`config.mk`:
```
export PLATFORM = sky130hd
export DESIGN_NAME = arb4_rr_ctrl_flat
export DESIGN_NICKNAME = d
export VERILOG_FILES = /design/src/rtl/arb4_rr_ctrl_if.sv /design/src/rtl/arb4_rr_ctrl.sv /design/src/flat_wrapper.sv
export SDC_FILE = /design/constraint.sdc
export NUM_CORES = 1
export LEC_CHECK = 0
export BUFFER_PORTS_ARGS = -buffer_cell sky130_fd_sc_hd__buf_4
export CAP_MARGIN = 20
export CORE_MARGIN = 2
export CORE_UTILIZATION = 30
export DETAILED_ROUTE_END_ITERATION = 6
export GPL_TIMING_DRIVEN = 0
export PLACE_DENSITY = 0.53
export SYNTH_ARGS = -nofsm -noshare
export SYNTH_HDL_FRONTEND = slang
export SYNTH_SLANG_ARGS = --single-unit
export TNS_END_PERCENT = 30
```
`constraint.sdc`:
```
create_clock -name clock -period 1.6 [get_ports clock]
set_clock_uncertainty 0.05 [all_clocks]
set_input_delay 0 -clock clock [delete_from_list [all_inputs] [get_ports clock]]
set_output_delay 0 -clock clock [all_outputs]
set_load 0.03 [all_outputs]
```
`src/rtl/arb4_rr_ctrl_if.sv`:
```
// arb4_rr_ctrl_if -- handshake bundle between the four requesters and the
// round-robin arbiter controller.
//   en      : arbitration enable (gates new grants only)
//   req     : per-requester level request
//   done    : per-requester completion (only the owner's bit matters)
//   gnt     : registered one-hot grant, zero when idle
//   owner   : index of current / last grantee (resource mux select)
//   busy    : high while a grant is held
//   preempt : one-cycle pulse after a hold-limit release
//   ptr     : requester index with highest priority at next arbitration
// Modports: master = requester side, slave = arbiter side.
interface arb4_rr_ctrl_if;
  logic       en;
  logic [3:0] req;
  logic [3:0] done;
  logic [3:0] gnt;
  logic [1:0] owner;
  logic       busy;
  logic       preempt;
  logic [1:0] ptr;

  modport master (
    output en, req, done,
    input  gnt, owner, busy, preempt, ptr
  );

  modport slave (
    input  en, req, done,
    output gnt, owner, busy, preempt, ptr
  );
endinterface

```
`src/rtl/arb4_rr_ctrl.sv`:
```
// arb4_rr_ctrl -- four-requester round-robin arbiter controller.
// Holds a one-hot grant for a multi-cycle transaction until the owner signals
// done, withdraws its request, or MAX_HOLD grant cycles have elapsed. The
// priority pointer then moves to the index after the last owner. One idle
// cycle always separates consecutive grants.
// Ports:
//   clock : system clock, all state updates on posedge
//   reset : synchronous, active-high
//   bus   : arb4_rr_ctrl_if.slave (en/req/done in, gnt/owner/busy/preempt/ptr out)
// Parameter:
//   MAX_HOLD : maximum consecutive grant cycles per transaction (1..15)
module arb4_rr_ctrl #(
  parameter int unsigned MAX_HOLD = 8
) (
  input  logic                 clock,
  input  logic                 reset,
  arb4_rr_ctrl_if.slave        bus
);

  localparam int unsigned HW = $clog2(MAX_HOLD + 1);
  localparam logic [HW-1:0] HOLD_LAST = HW'(MAX_HOLD - 1);

  typedef enum logic {
    IDLE  = 1'b0,
    GRANT = 1'b1
  } state_t;

  state_t        state_q, state_d;
  logic [3:0]    gnt_q, gnt_d;
  logic [1:0]    owner_q, owner_d;
  logic [1:0]    ptr_q, ptr_d;
  logic          preempt_q, preempt_d;
  logic [HW-1:0] hold_q, hold_d;

  logic [1:0]    cand;
  logic [1:0]    win_idx;
  logic          win_found;
  logic          rel_done, rel_wd, rel_lim;

  // Rotating-priority search: first set request at ptr, ptr+1, ptr+2, ptr+3.
  always_comb begin
    win_found = 1'b0;
    win_idx   = ptr_q;
    cand      = ptr_q;
    for (int unsigned i = 0; i < 4; i++) begin
      cand = ptr_q + 2'(i);
      if (!win_found && bus.req[cand]) begin
        win_found = 1'b1;
        win_idx   = cand;
      end
    end
  end

  always_comb begin
    state_d   = state_q;
    gnt_d     = gnt_q;
    owner_d   = owner_q;
    ptr_d     = ptr_q;
    hold_d    = hold_q;
    preempt_d = 1'b0;
    rel_done  = bus.done[owner_q];
    rel_wd    = ~bus.req[owner_q];
    rel_lim   = (hold_q == HOLD_LAST);

    case (state_q)
      IDLE: begin
        gnt_d = '0;
        if (bus.en && win_found) begin
          state_d = GRANT;
          gnt_d   = 4'b0001 << win_idx;
          owner_d = win_idx;
          hold_d  = '0;
        end
      end
      GRANT: begin
        hold_d = hold_q + HW'(1);
        if (rel_done || rel_wd || rel_lim) begin
          state_d   = IDLE;
          gnt_d     = '0;
          ptr_d     = owner_q + 2'd1;
          // Only a pure hold-limit release counts as a preemption.
          preempt_d = rel_lim && !rel_done && !rel_wd;
        end
      end
    endcase
  end

  always_ff @(posedge clock) begin
    if (reset) begin
      state_q   <= IDLE;
      gnt_q     <= '0;
      owner_q   <= '0;
      ptr_q     <= '0;
      preempt_q <= 1'b0;
      hold_q    <= '0;
    end else begin
      state_q   <= state_d;
      gnt_q     <= gnt_d;
      owner_q   <= owner_d;
      ptr_q     <= ptr_d;
      preempt_q <= preempt_d;
      hold_q    <= hold_d;
    end
  end

  assign bus.gnt     = gnt_q;
  assign bus.owner   = owner_q;
  assign bus.busy    = (state_q == GRANT);
  assign bus.preempt = preempt_q;
  assign bus.ptr     = ptr_q;

endmodule
```
`src/flat_wrapper.sv`:
```
// flat-port wrapper written by rule: the top's interface ports become plain ports
module arb4_rr_ctrl_flat 
#(
  parameter int unsigned MAX_HOLD = 8
)
  (clock, reset, bus_en, bus_req, bus_done, bus_gnt, bus_owner, bus_busy, bus_preempt, bus_ptr);
  arb4_rr_ctrl_if bus_i ();
  input  logic clock;
  input  logic reset;
  input wire logic [$bits(bus_i.en)-1:0] bus_en;
  input wire logic [$bits(bus_i.req)-1:0] bus_req;
  input wire logic [$bits(bus_i.done)-1:0] bus_done;
  output wire logic [$bits(bus_i.gnt)-1:0] bus_gnt;
  output wire logic [$bits(bus_i.owner)-1:0] bus_owner;
  output wire logic [$bits(bus_i.busy)-1:0] bus_busy;
  output wire logic [$bits(bus_i.preempt)-1:0] bus_preempt;
  output wire logic [$bits(bus_i.ptr)-1:0] bus_ptr;
  assign bus_i.en = bus_en;
  assign bus_i.req = bus_req;
  assign bus_i.done = bus_done;
  assign bus_gnt = bus_i.gnt;
  assign bus_owner = bus_i.owner;
  assign bus_busy = bus_i.busy;
  assign bus_preempt = bus_i.preempt;
  assign bus_ptr = bus_i.ptr;
  arb4_rr_ctrl #(.MAX_HOLD(MAX_HOLD)) u_core (.clock(clock), .reset(reset), .bus(bus_i));
endmodule
```
# --- After elaboration in Yosys (flattened, before gate mapping) ---
# Index checks and enable logic that the tools add are counted.
op_classes:
  n_addsub: 5
  magnitude_cmp: 5
  eq_ne: 3
  shifts: 1
  muxes: 27
  bitwise_logic: 3
  reduce_logical: 15
ops:
  columns: ["cell", "count"]
  rows:
  - ["one-hot mux 4 bit (2 select lines)", 2]
  - ["less-than comparator 2 x 3 -> 1 bit, second input constant", 5]
  - ["binary-select mux 1 bit (select 2 bit)", 6]
  - ["two-way mux 1 bit", 12]
  - ["two-way mux 4 bit", 3]
  - ["logical AND 1 bit", 6]
  - ["two-way mux 2 bit", 3]
  - ["adder 2 x 1 -> 2 bit, second input constant", 2]
  - ["adder 2 bit, second input constant", 2]
  - ["adder 4 x 1 -> 4 bit, second input constant", 1]
  - ["== test 4 x 3 -> 1 bit, second input constant", 1]
  - ["zero test 1 bit", 4]
  - ["AND reduction 2 bit", 2]
  - ["left shift 1 x 2 -> 4 bit, first input constant", 1]
  - ["NOT 1 bit", 3]
  - ["OR reduction 3 bit", 1]
  - ["logical OR 1 bit", 2]
  - ["!= test 2 x 1 -> 1 bit, second input constant", 1]
  - ["!= test 2 bit, second input constant", 1]
  - ["one-hot mux 1 bit (2 select lines)", 1]
word_totals:
  reg_bits: 14
  in_bits: 11
  out_inout_bits: 10
  wordCells: 65

# --- Logic depth before layout (Yosys ltp) ---
logic_depth:
  depth_word: 15
  depth_mapped: 5
  mapped_depth_nobuf: 5

# --- Worst setup path before layout ---
# OpenSTA, ideal clock, no wires.
synth_path:
  path_kind: "register to register"
  start: "register u_core.owner_q[1], in the netlist u_core.bus.owner[1]"
  end: "register u_core.gnt_q[1], in the netlist u_core.bus.gnt[1]"
  setup_time_ns: 0.129
  arrival_ns: 1.565
  required_time_ns: 1.421
  setup_slack_ns: -0.144
  stages_incl_launch_ff: 5
  n_path_buf: 0
  period_less_slack_ns: 1.744
  path_cell_list: "dfxtp_1 mux4_2 and3_2 a32oi_1 nor2_1"
synth_via:
  elab_chain_len: 6
  elab_cells_between_ends: 8
  classes_between: "eq/ne: 1; mux: 4; bitwise: 1; reduce/logical: 2"
synth_lines:
  columns: ["item", "line_no", "text"]
  rows:
  - ["start, declared", "arb4_rr_ctrl.sv:30", "logic [1:0] owner_q, owner_d;"]
  - ["start signal, assigned", "arb4_rr_ctrl.sv:99", "owner_q <= owner_d;"]
  - ["binary-select mux 1 bit (select 2 bit)", "arb4_rr_ctrl.sv:62", "rel_wd = ~bus.req[owner_q];"]
  - ["two-way mux 1 bit (implied by the code)", "arb4_rr_ctrl.sv:62", null]
  - ["NOT 1 bit", "arb4_rr_ctrl.sv:62", null]
  - ["logical OR 1 bit (*) (2 in a row)", "arb4_rr_ctrl.sv:77", "if (rel_done || rel_wd || rel_lim) begin"]
  - ["!= test 2 bit (no source line) (*)", null, null]
  - ["end signal, assigned", "arb4_rr_ctrl.sv:98", "gnt_q <= gnt_d;"]
  - ["end, declared", "arb4_rr_ctrl.sv:29", "logic [3:0] gnt_q, gnt_d;"]
# Every way passes the cells marked *; elsewhere a longest branch is shown, timed or not. The select of a mux whose other input is x is not followed.
# A chain may end at the register's enable or synchronous reset.

# --- Final worst setup path ---
layout_path:
  start: "register u_core.owner_q[1], in the netlist u_core.bus.owner[1]"
  end: "register u_core.ptr_q[1], in the netlist u_core.bus.ptr[1]"
layout_via:
  elab_chain_len: 6
  elab_cells_between_ends: 9
  classes_between: "add/sub: 1; mux: 4; bitwise: 1; reduce/logical: 3"
layout_lines:
  columns: ["item", "line_no", "text"]
  rows:
  - ["binary-select mux 1 bit (select 2 bit)", "arb4_rr_ctrl.sv:62", null]
  - ["two-way mux 1 bit (implied by the code)", "arb4_rr_ctrl.sv:62", null]
  - ["NOT 1 bit", "arb4_rr_ctrl.sv:62", null]
  - ["logical OR 1 bit (2 in a row)", "arb4_rr_ctrl.sv:77", null]
  - ["AND reduction 2 bit (no source line)", null, null]
  - ["end signal, assigned", "arb4_rr_ctrl.sv:100", "ptr_q <= ptr_d;"]
  - ["end, declared", "arb4_rr_ctrl.sv:31", "logic [1:0] ptr_q, ptr_d;"]
# Parallel ways exist; a longest one is shown, timed or not. The select of a mux whose other input is x is not followed.

==> metrics.md <==
| Metric | Value |
|---|---|
| NetSw | 235.0 µW |
| Initial antenna violation count | 0 |
| Placement Rows | 17 |
| Most frequent cells in the layout | 20 x sky130_fd_sc_hd__buf_4, 12 x sky130_fd_sc_hd__dfxtp_1, 10 x sky130_fd_sc_hd__a21oi_1 |
| Area of the core | between 2000 and 2500 µm² |
| Count of port buffers added during placement | 20 |
| Final Total Pwr | between 700 and 800 µW |
| Routed vias/inst | 4.992 |
| Clock latency on the worst-skew pair | ~0.27 ns |
| Part of the total power dissipated in combinational logic | 0.251 |
| Vias in the first global route | a little under 600 |
| Design internal power | between 500 and 600 µW |
| Placed Instance Area | around 900 µm² |
| Number of distinct standard cells referenced by the synthesized netlist | 32 |
| Net total in the final layout | 119 |
| Commonest non-fill, non-tap cell in the layout | sky130_fd_sc_hd__buf_4 |
| Required @ worst endpoint | approximately 1.7 ns |
| Clock power share | 0.252 |
| Number of max-slew violations in the final report | 0 |
| Number of setup buffers added after CTS | 0 |
| Pleak | ~0.36 nW |
| Number of design rule violations left after detail routing | 0 |
| Finished Layout Cells | 133 |
| Clock tree root buffer cell | sky130_fd_sc_hd__clkbuf_4 |
| CP max FO | 5 |
| Clock sink total | 14 |
| Final worst slack | about 0.069 ns |
| Post-route ant nets | 0 |
| Fmax | 653.0 MHz |
| Clock slew at reported path FFs | roughly 0.090 ns |
| Area grow syn2layout | 31.57% |
| Outcome | finished clean |
| Synthesis Warnings | 0 |
| I/O pins | 21 |
| Slew margin rel. | 0.6858 |
| Num CTS Buffers | 3 |
| Diode count | 0 |
| Final count of hold timing violations | 0 |
| Switching share of total power | 0.3024 |
| Peak VDD IR | 0.5044 mV |
| Die Y | approximately 53 µm |
| Synthesized instance count | between 80 and 90 |
| Post-detailed-route wirelength per cell | 12.59 µm |
| Worst slack after detailed placement | just over 0.03 ns |
| Post-route worst hold slack | around 0.023 ns |
| Global-route wire length before repair | approximately 2600 µm |
| Element type at the critical path start | register |
| Final routed wirelength across all metal layers | 1675 µm |
| Dpl cells | 129 |
| Detailed router's first-iteration violation count | 12 |
| Type of element capturing the critical path | register |
| Part of the Yosys area used for sequential elements | 0.3951 |
| Reported max-cap violation count | 0 |
| Netlist Area Pre-Place | 709.4 µm² |
| Global-route total usage across every layer | 0.1277 |
| Pin count of the biggest net entering global routing | 11 |
| Number of nets produced by synthesis | 93 |
| DP Wirelength | 1304 µm |
| Portion of the clock cycle consumed by the worst path in the final layout | 0.9571 |
| Horizontal die dimension | between 50 and 60 µm |
| Largest buffer count on any clock path | 2 |
| Final setup viols | 0 |
| Share of layout cells above drive strength 1 | 0.2952 |
| Category of the critical setup timing path | reg2reg |
| Worst slew pin tran | around 0.47 ns |
| Setup repair after global routing missed its margin | true |
| Count of state elements after synthesis | 14 |
| CP Data Arrival Time | 1.67 ns |
| Final Cell Area | around 930 µm² |
| Routability Congestion | 0.7325 |
| Mean instance size in the synthesized netlist | 8.758 µm² |
| PD cells | approximately 830 nW/µm² |
| Type of the worst min-delay path | in2reg |
| Vias after detailed routing | around 660 |
| TritonCTS clock tree | built |
| Initial standard-cell utilization of the core | 0.3176 |
| Final critical path time including I/O delays and setup | ~1.5 ns |
| Area enclosed by the die boundary | between 2000 and 3000 µm² |
| Sum of negative setup slack | 0 ns |
| Final core utilization | 0.4179 |
| Register share of total power | 0.497 |
| Overall overflow remaining after global route | 0 |
| Depth of the CTS H-tree | 1 |
| Pre-Repair DR Iteration Count | 6 |
## area by class of cell
| class | count | area (µm²) |
|---|---|---|
| buffer | 2 | 7.507 |
| sequential | 14 | 282.8 |
| timing repair buffer | 21 | 160.2 |
| tap | 28 | 35.03 |
| multi-input combinational | 64 | 421.7 |
| inverter | 1 | 3.754 |
| clock buffer | 3 | 22.52 |
| fill | 248 | 1300 |
## state kept, by name (all words and copies together) (netlist names)
| signal | cells |
|---|---|
| u_core.bus.gnt | 4 |
| u_core.bus.owner | 2 |
| u_core.bus.preempt | 1 |
| u_core.bus.ptr | 2 |
| u_core.bus.busy | 1 |
| u_core.hold_q | 4 |
## power by group through the flow
stage | logic [mW] | clock network (mW) | registers, mW
4_1_cts | 0.195 | 0.201 | 0.386
5_1_grt | 0.213 | 0.212 | 0.389
3_5_place_dp | 0.193 | 0 | 0.394
6_report | 0.195 | 0.196 | 0.386
3_3_place_gp | 0.191 | 0 | 0.394
2_1_floorplan | 0.0940 | 0 | 0.420
## worst paths after layout
path | slack (ns) | start | cells past startpoint | end
max | 0.07 | u_core.bus.owner[1]$_SDFFE_PP0P_ | 4 | u_core.bus.ptr[1]$_SDFFE_PP0P_
min | 0.02 | bus_en | 3 | u_core.bus.busy$_SDFF_PP0_
max reg2reg | 0.07 | u_core.bus.owner[1]$_SDFFE_PP0P_ | 4 | u_core.bus.ptr[1]$_SDFFE_PP0P_
min reg2reg | 0.41 | u_core.bus.gnt[2]$_SDFFE_PP0P_ | 2 | u_core.bus.gnt[2]$_SDFFE_PP0P_
## worst max-delay path: stages, from the launching register on
cell and delay (ns):
sky130_fd_sc_hd__dfxtp_2 0.37, sky130_fd_sc_hd__mux4_2 0.57, sky130_fd_sc_hd__a21boi_4 0.22, sky130_fd_sc_hd__nor2_1 0.08
sky130_fd_sc_hd__a211oi_2 0.17
## synthesized netlist by cell type (all sizes together)
library cell	n	share of area
dfxtp	14	0.40
mux4	1	0.032
ha	1	0.018
and2b	1	0.011
a22oi	1	0.011
a21boi	1	0.026
nor3b	1	0.011
o21ai	3	0.021
a211oi	2	0.028
nand4	1	0.0088
o211a	1	0.014
or3	2	0.018
a21oi	10	0.071
a32oi	2	0.025
nor3	2	0.014
nand3b	2	0.021
and3	1	0.011
nor4bb	1	0.014
o22a	2	0.026
nand2	8	0.042
nand3	1	0.0070
inv	1	0.0053
nor2	7	0.037
or2	2	0.018
clkbuf	2	0.011
xnor2	2	0.025
or4	1	0.011
o22ai	1	0.0088
nor2b	7	0.062
## repair_timing
action                                  CTS  global route
endpoints found under the setup margin    0             4
hold endpoints to repair                  4             0
hold buffers                              1             0
resized for setup                         0             1
## routing by layer
layer,up-vias,wire length (µm),track usage
li1,345,-,-
met1,311,850,0.1768
met2,8,778,0.1917
met3,0,46,0.03429
met4,0,0,0.03846
met5,-,0,0
## cells by family (layout without fill, tap and decap cells)
kind of cell / after synthesis / after routing / synth area share
adder cells (fa/ha/maj): 1 / 1 / 0.01763
flip-flops: 14 / 14 / 0.3951
AO/OA/AOI/OAI: 23 / 23 / 0.2311
XOR/XNOR: 2 / 2 / 0.02470
multiplexers: 1 / 1 / 0.03174
buffers and inverters: 3 / 27 / 0.01587
AND/OR/NAND/NOR: 37 / 37 / 0.2840
No activity file was read; power rests on OpenSTA's default activity.
